`src/rtl/quad_decoder.sv`:
```
// Quadrature decoder: synchronises A/B phases, decodes steps, keeps a wrapping up/down position count.
// Latency: an input change stable before edge k appears on count/step/err after edge k+SYNC_STAGES.
// Backpressure: none; each A/B state must be held >= 1 clk after synchronisation or it may alias as illegal.
module quad_decoder #(
    parameter int WIDTH       = 8,
    parameter int SYNC_STAGES = 2
) (
    input  logic             clk,
    input  logic             rst,
    input  logic             a_in,
    input  logic             b_in,
    input  logic             enable,
    input  logic             clear,
    output logic [WIDTH-1:0] count,
    output logic             step,
    output logic             dir,
    output logic             err,
    output logic             err_flag
);

    // Decoding stays off until the synchronisers and prev register hold real samples.
    localparam int GUARD = SYNC_STAGES + 1;
    localparam int IW    = $clog2(GUARD + 1);

    logic [SYNC_STAGES-1:0] a_sync_q, a_sync_d;
    logic [SYNC_STAGES-1:0] b_sync_q, b_sync_d;
    logic [1:0]             prev_q, prev_d;
    logic [IW-1:0]          init_cnt_q, init_cnt_d;
    logic [WIDTH-1:0]       count_q, count_d;
    logic                   step_q, step_d;
    logic                   dir_q, dir_d;
    logic                   err_q, err_d;
    logic                   err_flag_q, err_flag_d;

    logic [1:0] cur;
    logic       active;
    logic       up_tr;
    logic       dn_tr;
    logic       bad_tr;

    assign cur    = {a_sync_q[SYNC_STAGES-1], b_sync_q[SYNC_STAGES-1]};
    assign active = (init_cnt_q == IW'(GUARD));

    // Synchroniser shift, prev tracking and saturating init-guard counter.
    always_comb begin
        a_sync_d   = {a_sync_q[SYNC_STAGES-2:0], a_in};
        b_sync_d   = {b_sync_q[SYNC_STAGES-2:0], b_in};
        prev_d     = cur;
        init_cnt_d = active ? init_cnt_q : init_cnt_q + IW'(1);
    end

    // Classify the prev -> cur transition; the up sequence is 00 -> 10 -> 11 -> 01 -> 00.
    always_comb begin
        up_tr  = 1'b0;
        dn_tr  = 1'b0;
        bad_tr = 1'b0;
        case ({prev_q, cur})
            4'b00_10, 4'b10_11, 4'b11_01, 4'b01_00: up_tr  = 1'b1;
            4'b00_01, 4'b01_11, 4'b11_10, 4'b10_00: dn_tr  = 1'b1;
            4'b00_11, 4'b11_00, 4'b10_01, 4'b01_10: bad_tr = 1'b1;
            default: ;
        endcase
    end

    // Count/step/dir/err updates; clear overrides any same-cycle count change and the sticky flag.
    always_comb begin
        count_d    = count_q;
        step_d     = 1'b0;
        dir_d      = dir_q;
        err_d      = 1'b0;
        err_flag_d = err_flag_q;
        if (active) begin
            if (bad_tr) begin
                err_d      = 1'b1;
                err_flag_d = 1'b1;
            end
            if (enable && up_tr) begin
                count_d = count_q + WIDTH'(1);
                dir_d   = 1'b1;
                step_d  = 1'b1;
            end else if (enable && dn_tr) begin
                count_d = count_q - WIDTH'(1);
                dir_d   = 1'b0;
                step_d  = 1'b1;
            end
        end
        if (clear) begin
            count_d    = '0;
            err_flag_d = 1'b0;
            step_d     = 1'b0;
            dir_d      = dir_q;
        end
    end

    // State registers with asynchronous reset.
    always_ff @(posedge clk or posedge rst) begin
        if (rst) begin
            a_sync_q   <= '0;
            b_sync_q   <= '0;
            prev_q     <= '0;
            init_cnt_q <= '0;
            count_q    <= '0;
            step_q     <= 1'b0;
            dir_q      <= 1'b0;
            err_q      <= 1'b0;
            err_flag_q <= 1'b0;
        end else begin
            a_sync_q   <= a_sync_d;
            b_sync_q   <= b_sync_d;
            prev_q     <= prev_d;
            init_cnt_q <= init_cnt_d;
            count_q    <= count_d;
            step_q     <= step_d;
            dir_q      <= dir_d;
            err_q      <= err_d;
            err_flag_q <= err_flag_d;
        end
    end

    assign count    = count_q;
    assign step     = step_q;
    assign dir      = dir_q;
    assign err      = err_q;
    assign err_flag = err_flag_q;

endmodule

```
`config.mk`:
```
export PLATFORM = sky130hd
export DESIGN_NAME = quad_decoder
export DESIGN_NICKNAME = d
export VERILOG_FILES = /design/src/rtl/quad_decoder.sv
export SDC_FILE = /design/constraint.sdc
export NUM_CORES = 1
export LEC_CHECK = 0
export ABC_AREA = 1
export ABC_CLOCK_PERIOD_IN_PS = 3200
export CORE_MARGIN = 10
export CORE_UTILIZATION = 40
export DETAILED_ROUTE_END_ITERATION = 12
export GPL_TIMING_DRIVEN = 0
export PLACE_DENSITY = 0.71
export SETUP_SLACK_MARGIN = 0.4
export SLEW_MARGIN = 0
export SYNTH_ARGS = -nofsm -noshare
export SYNTH_HDL_FRONTEND = slang
export SYNTH_SLANG_ARGS = --single-unit
```
`constraint.sdc`:
```
create_clock -name clk -period 3.2 [get_ports clk]
set_input_delay 0.64 -clock clk [delete_from_list [all_inputs] [get_ports clk]]
set_output_delay 0.64 -clock clk [all_outputs]
set_load 0.03 [all_outputs]
```
# Word level (Yosys, flattened, before mapping)
# Index checks and enable logic that the tools add are counted.
dict set report totals {
  register_bits 20
  inputBits 6
  wordCells 56
  out_inout_bits 12
}
dict set report classes {
  eq_ne 13
  addsub 3
  reduce_logical 12
  n_mux 18
  bitwise_logic 1
}
# cell count
set ops {}
lappend ops {{$mux 8} 4}
lappend ops {{$eq 4x4->1 const B} 6}
lappend ops {{$mux 1} 14}
lappend ops {{$eq 4x3->1 const B} 3}
lappend ops {{$reduce_or 4->1} 3}
lappend ops {{$add 8x1->8 const B} 1}
lappend ops {{$eq 4x2->1 const B} 2}
lappend ops {{$sub 8x1->8 const B} 1}
lappend ops {{$reduce_bool 2->1} 3}
lappend ops {{$eq 4x1->1 const B} 1}
lappend ops {{$reduce_and 2->1} 2}
lappend ops {{$reduce_and 3->1} 1}
lappend ops {{$reduce_bool 3->1} 1}
lappend ops {{$add 2x1->2 const B} 1}
lappend ops {{$eq 2x2->1 const B} 1}
lappend ops {{$logic_and 1x1->1} 2}
lappend ops {{$not 1->1} 1}

# Longest topological paths before layout
# Gate-level depths: netlist (run 1).
dict set report logic_depth {
  ltp_word 8
  ltp_mapped 13
  mapped_depth_nobuf 13
}

# Worst setup path before layout (run 1)
# Ideal clock, no wire load.
dict set report synth_timing {
  path_type {input port to flip-flop}
  start {input port enable}
  end {register count_q[5] (netlist: count[5])}
  required_ns 3.083
  path_buffers 0
  slack_ns 1.127
  setup_time_ns 0.117
  stages 8
  arrival_time_ns 1.955
  cell_sequence {nand3_1 > ha_1 > or2_1 > nand3_1 > nand2_1 > or2_0 > nand3_1 > nand2_1}
}
dict set report synth_via {
  elab_chain_len 4
  elab_cells_between_ends 7
  cone_classes {mux (3); reduce/logical (4)}
}
# element line_no
set synth_lines {}
lappend synth_lines {{from (decl)} 12} ;# input logic enable,
lappend synth_lines {{$logic_and 1x1->1} 77} ;# if (enable && up_tr) begin
lappend synth_lines {{$mux 8} 77}
lappend synth_lines {{$mux 8} 72} ;# if (active) begin
lappend synth_lines {{$mux 8} 87} ;# if (clear) begin
lappend synth_lines {{to (signal assigned)} 112} ;# count_q <= count_d;
lappend synth_lines {{to (decl)} 29} ;# logic [WIDTH-1:0] count_q, count_d;
# Several ways; a longest one is shown, not always the timed one. The select of a mux whose other input is x is not followed.
# A chain may end at the register's enable or synchronous reset.

# Worst setup path in the final report (run 1)
# Same ends and word-level chain as after synthesis.

==> impl_metrics.ini, run 1 <==
[run_status]
status = complete, no violations

[power]
power.density_nw_per_um2 = 480
pwr-share-clk_pct = 22.6
p_sw_uw = 228
cellLeakagePower_uw = 0.000692
ir_drop_mv = 0.279
seqPwrFrac_pct = 43.7
switching_share_pct = 34.5
pwr-share-comb_pct = 33.7
p_int_uw = 432

[global_routing]
first_global_vias = 901
grt_antenna_before_repair = 0
grt_max_degree = 21
overflow = 0
grt_pass1_wl_microns = 3930
gr-usage-all-layers_pct = 9.10

[cts]
cts-root-buf = clkbuf_4
clk_pin_slew_ns = 0.12
cts-resized-gates = 0
cts_buffers = 3
post_cts_buffers = 0
cts_buffer_depth = 2
cts_tree = built
clock_sinks = 20
cts_hold_buf = 0
htree_num_levels = 1
clock_latency_ns = 0.31

[critical_path]
rr_startpoint = a_sync_q[1]$_DFF_PP0_
cp-start-kind = input port
reg2reg_depth = 11
path_max_fanout = 10
r2r_slack_ns = 0.83
r2r_end = count[5]$_DFFE_PP0P_
end_kind = register
criticalPathCategory = input port to register
cp_data_arrival_time_ns = 2.75
worstPathRequired_ns = 3.41
critPathLaunch = enable

[synth]
yosys-top-cells-count = nand2_1 (44), dfrtp_1 (20), inv_1 (15), nand3_1 (10), ha_1 (8)
ys_ff_latch = 20
yosysSeqAreaShare_pct = 44.4
ys_warn_count = 0
async_reset_ff_share_pct = 100
synth_fp_nets = 147
synth-edff-count = 0
ys_types = 23
yosysMostFrequentCell = nand2_1
yosysTopAreaCellShare_pct = 44.4
avgSynthCellArea_sq_um = 8.54
synth.area.top_cells = dfrtp_1 (44%), nand2_1 (15%), ha_1 (8.9%)
ys.flop_type = dfrtp_1
netlist_instances = 132
synth.cell_area_sq_um = 1130
synth_area_leader_cell = dfrtp_1

[timing]
slew_viol_final = 0
max_clock_freq_mhz = 393
finalSetupTns_ns = 0
rsz0062_at_grt = no
worst_pin_slew_ns = 0.767
finClkSkew_ns = 0.00909
fin_crit_sh_pct = 79.4
holdWs_ns = 0.359
max_slew_margin_pct = 48.8
setup_viol = 0
hold_viol = 0
min_period_ns = 2.54

[flow_run]
drv_cap = 0

[route]
drc = 0
final_antenna_net_count = 0
drt-total-wl_microns = 2240
vias = 893
first_pass_iters = 8
drtIter0Drc = 11
drt-vias-per-instance = 4.85
avgRoutedWirePerCell_microns = 12.2

[cells_and_area]
area_delta_synth_final_pct = 21.8
diodes = 0
fillCellCount = 244
seq_area_sq_um = 500
multi_input_area_sq_um = 567
nNetsFinal = 169
drive_gt1_share_pct = 9.80

[floorplan]
die_area_sq_um = 5340
initial_core_util_pct = 41.2
die_h_microns = 73.1
fp.coreArea_sq_um = 2730
die-width_microns = 73.1
rows = 19
pin_count = 18

[worst_hold_path]
hp-start = b_sync_q[0]$_DFF_PP0_
hold_path.class = register to register
hold_path_end = b_sync_q[1]$_DFF_PP0_
hold-path-cell-count = 0

[placed_design]
hpwlAfterDp_microns = 1710
place.gp.congestion = 0.802
port_buffers = 17
metrics by stage:
| step | area (sq um) | std cells | total power, uW | worst slack, ns | utilization (%) |
|---|---|---|---|---|---|
| global route | 1370 | 184 | 709 | 0.545 | 50.2 |
| detailed placement | 1340 | 180 | 516 | 0.315 | 48.9 |
| floorplan | 1130 | 132 | 450 | 1.13 | - |
| global placement | 1340 | 180 | 510 | 0.362 | 48.9 |
| finish | 1370 | 184 | 659 | 0.659 | 50.2 |
| CTS | 1370 | 184 | 666 | 0.647 | 50.2 |
area by class of cell:
| class | instances | area share [%] |
|---|---|---|
| multi-input cells | 96 | 41.3 |
| flip-flops and latches | 20 | 36.5 |
| well taps | 31 | 2.83 |
| inverters | 16 | 4.38 |
| clock buffers | 4 | 2.64 |
| repair buffers | 17 | 12.4 |
worst max-delay path: stages:
cell and delay (ns):
clkdlybuf4s50_1 0.51, nand3_1 0.38, ha_1 0.50, or2_1 0.26, nand3_1 0.09, nand2_1 0.06, or2_0 0.19, nand3_1 0.07
nand2_1 0.05
cells in the final DEF (no fill, tap or decap), drive strengths merged:
master / count
nor2: 5
a21oi: 4
nand3b: 1
or2: 3
o21ai: 5
nand2: 49
inv: 16
nand4: 3
nand3: 10
mux2: 1
xor2: 3
clkdlybuf4s50: 17
fa: 1
xnor2: 3
ha: 8
dfrtp: 20
clkbuf: 4
metal layers:
layer	up-vias	GRT usage [%]	routed length, microns
met4	0	5.06	51
met3	4	2.04	104
li1	460	-	-
met2	17	15.4	1090
met5	-	0	0
met1	412	10.2	996
sequential cells by signal, summed over array words and instances (netlist names):
name and cells:
err 1, init_cnt_q 2, step 1, count 8
a_sync_q 2, err_flag 1, prev_q 2, dir 1
b_sync_q 2
cell families (layout without fill, tap and decap cells):
| family | after synthesis | count (layout) | synth area share (%) |
|---|---|---|---|
| AOI/OAI and AO/OA | 9 | 9 | 4.99 |
| xor gates and xnor gates | 6 | 6 | 4.66 |
| adders and majority gates | 9 | 9 | 10.7 |
| buffers and inverters | 16 | 37 | 5.33 |
| DFF | 20 | 20 | 44.4 |
| muxes | 1 | 1 | 0.999 |
| and+or+nand+nor | 71 | 71 | 29.0 |
power by group through the flow:
stage | clock, uW | combinational (uW) | sequential (uW)
4_1_cts | 153 | 225 | 288
5_1_grt | 166 | 251 | 292
3_5_place_dp | 0 | 223 | 293
6_report | 149 | 222 | 288
2_1_floorplan | 0 | 128 | 322
3_3_place_gp | 0 | 218 | 292
how the worst max path moves through the flow:
stage                                end  cells past startpoint  slack, ns
finish              count[5]$_DFFE_PP0P_                      9       0.66
global route        count[5]$_DFFE_PP0P_                      9       0.55
detailed placement  count[5]$_DFFE_PP0P_                      9       0.31
CTS                 count[5]$_DFFE_PP0P_                      9       0.65
global placement    count[5]$_DFFE_PP0P_                      9       0.36
floorplan           count[5]$_DFFE_PP0P_                      8       1.13
No activity file was read; power rests on OpenSTA's default activity.
==> inputs of run 2 (changes only) <==
--- a/config.mk
+++ b/config.mk
@@ -6,12 +6,12 @@
 export NUM_CORES = 1
 export LEC_CHECK = 0
 export ABC_AREA = 1
-export ABC_CLOCK_PERIOD_IN_PS = 3200
+export ABC_CLOCK_PERIOD_IN_PS = 2200
 export CORE_MARGIN = 10
 export CORE_UTILIZATION = 40
 export DETAILED_ROUTE_END_ITERATION = 12
 export GPL_TIMING_DRIVEN = 0
-export PLACE_DENSITY = 0.71
+export PLACE_DENSITY = 0.73
 export SETUP_SLACK_MARGIN = 0.4
 export SLEW_MARGIN = 0
 export SYNTH_ARGS = -nofsm -noshare
==> constraint.sdc (replaced) <==
create_clock -name clk -period 2.2 [get_ports clk]
set_input_delay 0.44 -clock clk [delete_from_list [all_inputs] [get_ports clk]]
set_output_delay 0.44 -clock clk [all_outputs]
set_load 0.03 [all_outputs]
==> impl_metrics.ini, run 2 (synthesis gave the netlist of run 1 again) <==
[route]
dr_wl_met3_microns = 143
top_layer = met4
drc = 0
avgRoutedWirePerCell_microns = 13.6
final_antenna_net_count = 0
first_pass_iters = 4
drtIter0Drc = 68
wl_met1_microns = 1170
vias = 1014
wl_met2_microns = 1390
drt-vias-per-instance = 5.00
drt-total-wl_microns = 2760

[cts]
clk_pin_slew_ns = 0.12
cts_buffers = 3
clock_latency_ns = 0.31
htree_num_levels = 1
cts-root-buf = clkbuf_4
cts_tree = built
cts_buffer_depth = 2
clock_sinks = 20

[global_routing]
grt_antenna_before_repair = 0
gr-usage-all-layers_pct = 10.3
first_global_vias = 940
grt_max_degree = 21
grt_pass1_wl_microns = 4280
overflow = 0

[run_status]
status = complete, no violations

[placed_design]
port_buffers = 17
hpwlAfterDp_microns = 1800
place_ws_ns = -0.162
place_inst = 180
place.gp.congestion = 0.805

[critical_path]
cp_data_arrival_time_ns = 2.19
path_cells = inv_2 > nand2_2 > nand2_4 > nand3_4 > ha_4 > or2_4 > nand3_2 > nand2_2 > or2_0 > nand3_1 > nand2_1
path_max_fanout = 5
crit_slowest_cell = dfrtp_1
crit_family = simple AND/OR/NAND/NOR gates
r2r_end = count[5]$_DFFE_PP0P_
critPathMostFrequentCell = nand2_2
r2r_slack_ns = 0.24
path_buf_inv = 1
reg2reg_depth = 11
max_stage_delay_ns = 0.45
end_kind = register
cp-start-kind = register
rr_startpoint = prev_q[0]$_DFF_PP0_
criticalPathCategory = register to register
worstPathRequired_ns = 2.42

[timing]
max_clock_freq_mhz = 509
finClkSkew_ns = 0.00292
max_slew_margin_pct = 48.6
fin_crit_sh_pct = 89.3
worst_pin_slew_ns = 0.770
slew_viol_final = 0
min_period_ns = 1.96
rsz0062_at_grt = yes
hold_viol = 0
setup_viol = 0
fin_ws_ns = 0.236

[cells_and_area]
final_common_cell = nand2_1
mostFrequentLayoutCells = nand2_1 (37), dfrtp_1 (20), buf_4 (17), inv_1 (12), dlygate4sd2_1 (11)
largest_reg_flops = 8
diodes = 0
instances_no_fill = 203
area_delta_synth_final_pct = 48.1
drive_gt1_share_pct = 32.0
nNetsFinal = 188

[floorplan]
die_area_sq_um = 5340
die-width_microns = 73.1
die_h_microns = 73.1
pin_count = 18
rows = 19
initial_core_util_pct = 41.2
fp.coreArea_sq_um = 2730

[power]
ir_drop_mv = 0.409
cellLeakagePower_uw = 0.000877
power.density_nw_per_um2 = 690

[worst_hold_path]
hold-path-cell-count = 0
hp-start = b_sync_q[0]$_DFF_PP0_
hold_path_end = b_sync_q[1]$_DFF_PP0_
hold_path.class = register to register

[flow_run]
drv_cap = 0
[run 2: cell types whose count changed in the layout (fill, tap and decap cells not counted), sizes merged]
cell,previous run,this run
buf,0,18
bufinv,0,1
clkbuf,4,3
clkdlybuf4s50,17,4
dlygate4sd2,0,11
dlymetal6s2s,0,2
nand3,10,11
[run 2: how the worst max path moves through the flow]
stage,cells after the start,from,slack [ns],end
final,11,prev_q[0]$_DFF_PP0_,0.24,count[5]$_DFFE_PP0P_
after global routing,11,prev_q[0]$_DFF_PP0_,0.13,count[5]$_DFFE_PP0P_
after CTS,11,prev_q[1]$_DFF_PP0_,0.24,count[5]$_DFFE_PP0P_
after detailed placement,9,enable,-0.16,count[6]$_DFFE_PP0P_
after global placement,9,enable,-0.13,count[6]$_DFFE_PP0P_
after floorplan,11,a_sync_q[1]$_DFF_PP0_,0.37,count[6]$_DFFE_PP0P_
[run 2: layer usage]
layer  vias up  GRT usage [%]
met2        27           16.4
met1       481           11.8
met3         5           3.13
met5         -              0
li1        501              -
met4         0           6.33
[run 2: area by class of cell]
class / instances / area (sq um)
Sequential cell: 20 / 500
Fill cell: 228 / 1060
Timing Repair Buffer: 35 / 309
Multi-Input combinational cell: 97 / 708
Inverter: 16 / 60.1
Clock buffer: 3 / 22.5
Clock inverter: 1 / 30.0
Tap cell: 31 / 38.8
[run 2: per-stage QoR]
step / total power, uW / hold WS, ns / TNS (ns) / instance area, sq um / util [%]
CTS: 1100 / 0.362 / 0 / 1540 / 56.2
finish: 1150 / 0.362 / 0 / 1670 / 61.1
floorplan: 670 / 0.331 / 0 / 1180 / -
global placement: 760 / 0.336 / -0.332 / 1390 / 50.7
global route: 1220 / 0.377 / 0 / 1670 / 61.1
detailed placement: 774 / 0.335 / -0.435 / 1390 / 50.7
[run 2: repair_timing]
action,in CTS,in global routing
cloned,1,0
endpoints found under the hold margin,0,0
hold buffers,0,0
setup buffers,9,9
setup endpoints to repair,15,7
pin swaps,5,16
resized for setup,15,19
[run 2: where the power goes]
group | internal (uW) | switching [uW] | total (uW)
registers | 395 | 28.6 | 423
logic | 184 | 233 | 417
clock network | 184 | 127 | 312
[run 2: worst register-to-register path: stages, from the launching register on]
cell,delay (ns)
dfrtp_1,0.45
inv_2,0.08
nand2_2,0.06
nand2_4,0.08
nand3_4,0.18
ha_4,0.28
or2_4,0.26
nand3_2,0.07
nand2_2,0.06
or2_0,0.23
nand3_1,0.09
nand2_1,0.05
==> inputs of run 3 (changes only) <==
--- a/config.mk
+++ b/config.mk
@@ -7,6 +7,7 @@
 export LEC_CHECK = 0
 export ABC_AREA = 1
 export ABC_CLOCK_PERIOD_IN_PS = 2200
+export CORE_ASPECT_RATIO = 0.9
 export CORE_MARGIN = 10
 export CORE_UTILIZATION = 40
 export DETAILED_ROUTE_END_ITERATION = 12
==> impl_metrics.ini, run 3 (synthesis gave the netlist of run 1 again) <==
[power]
pwr-share-comb_pct = 35.1
power.density_nw_per_um2 = 703
p_int_uw = 749
pwr-share-clk_pct = 27.5
cellLeakagePower_uw = 0.000823
ir_drop_mv = 0.407
switching_share_pct = 34.0
seqPwrFrac_pct = 37.4
p_sw_uw = 386

[critical_path]
critPathLaunch = a_sync_q[1]$_DFF_PP0_
end_kind = register
rr_startpoint = a_sync_q[1]$_DFF_PP0_
worstPathRequired_ns = 2.42
criticalPathCategory = register to register
r2r_end = count[5]$_DFFE_PP0P_
endpoint = count[5]$_DFFE_PP0P_
path_max_fanout = 5
cp-start-kind = register
r2r_slack_ns = 0.30
cp_data_arrival_time_ns = 2.12
reg2reg_depth = 11

[floorplan]
pin_count = 18
initial_core_util_pct = 41.4
die-width_microns = 76.0
rows = 18
die_area_sq_um = 5340
die_h_microns = 70.4
fp.coreArea_sq_um = 2730

[timing]
fin_ws_ns = 0.304
slew_viol_final = 0
setup_viol = 0
finalSetupTns_ns = 0
worst_pin_slew_ns = 0.764
rsz0062_at_grt = yes
fin_crit_sh_pct = 86.2
min_period_ns = 1.90
hold_viol = 0
finClkSkew_ns = 0.00214
max_clock_freq_mhz = 527
max_slew_margin_pct = 49.0

[cells_and_area]
area_delta_synth_final_pct = 43.3
utilization_pct = 59.3
nNetsFinal = 181
final_common_cell = nand2_1
drive_gt1_share_pct = 29.1
largest_reg_flops = 8
diodes = 0
mostFrequentLayoutCells = nand2_1 (38), dfrtp_1 (19), inv_1 (12), dlygate4sd2_1 (11), buf_4 (11)

[route]
first_pass_iters = 4
avgRoutedWirePerCell_microns = 13.4
final_antenna_net_count = 0
drtIter0Drc = 56
vias = 993
drt-total-wl_microns = 2740
drt-vias-per-instance = 4.84
drc = 0

[cts]
clock_latency_ns = 0.31
cts-root-buf = clkbuf_4
cts_buffer_depth = 2
clk_pin_slew_ns = 0.12
cts_hold_buf = 0
cts_tree = built
htree_num_levels = 1
cts_buffers = 3
clock_sinks = 20

[placed_design]
place.gp.congestion = 0.749
place_ws_ns = -0.167
port_buffers = 17
hpwlAfterDp_microns = 1780

[global_routing]
grt_pass1_wl_microns = 4400
grt_max_degree = 21
gr-usage-all-layers_pct = 9.98
first_global_vias = 940
grt_antenna_before_repair = 0
overflow = 0

[flow_run]
drv_cap = 0

[run_status]
status = complete, no violations

[worst_hold_path]
hold_path.class = register to register
-- run 3: layout make-up --
class,instances,area [sq um]
Clock buffer,3,22.5
Clock inverter,1,30.0
Sequential cell,20,502
Tap cell,40,50.0
Timing Repair Buffer,28,241
Fill cell,230,1110
Inverter,16,60.1
Multi-Input combinational cell,97,709
-- run 3: power by group through the flow --
stage / combinational [uW] / sequential (uW) / clock (uW)
after CTS: 353 / 422 / 314
after global placement: 332 / 429 / 0
final: 398 / 424 / 313
after detailed placement: 340 / 432 / 0
after global routing: 442 / 429 / 329
after floorplan: 198 / 471 / 0
-- run 3: repair_timing --
action / in CTS / in global routing
hold endpoints to repair: 0 / 0
endpoints found under the setup margin: 15 / 7
resized for setup: 13 / 20
gates cloned: 1 / 0
buffers inserted: 8 / 3
pin swaps: 2 / 9
-- run 3: per-stage QoR --
stage	std cells	hold WS (ns)	instance area, sq um	power, uW
after floorplan	132	0.331	1180	670
after global placement	189	0.336	1400	761
after detailed placement	189	0.337	1400	772
after CTS	202	0.366	1510	1090
after global routing	205	0.375	1620	1200
final	205	0.365	1620	1140
-- run 3: worst min path at each step --
stage | slack [ns] | depth (start not counted) | start | endpoint
floorplan | 0.33 | 0 | a_sync_q[0]$_DFF_PP0_ | a_sync_q[1]$_DFF_PP0_
global placement | 0.34 | 0 | b_sync_q[0]$_DFF_PP0_ | b_sync_q[1]$_DFF_PP0_
detailed placement | 0.34 | 0 | a_sync_q[0]$_DFF_PP0_ | a_sync_q[1]$_DFF_PP0_
CTS | 0.37 | 0 | a_sync_q[0]$_DFF_PP0_ | a_sync_q[1]$_DFF_PP0_
global route | 0.38 | 0 | a_sync_q[0]$_DFF_PP0_ | a_sync_q[1]$_DFF_PP0_
finish | 0.37 | 0 | a_sync_q[0]$_DFF_PP0_ | a_sync_q[1]$_DFF_PP0_
-- run 3: worst max-delay path, cell delays in order, from the launching register on --
cell and delay (ns):
dfrtp_1 0.44, inv_2 0.08, nand2_2 0.06, nand2_4 0.12
nand3_4 0.16, ha_4 0.26, or2_4 0.26, nand3_2 0.07
nand2_2 0.05, or2_0 0.19, nand3_1 0.07, nand2_1 0.05
-- run 3: routing by layer --
metal	global-route usage (%)	vias to the layer above	wire length, microns
li1	-	491	-
met4	5.04	0	69
met5	0	-	0
met3	1.79	7	90
met1	11.6	475	1160
met2	17.1	20	1420
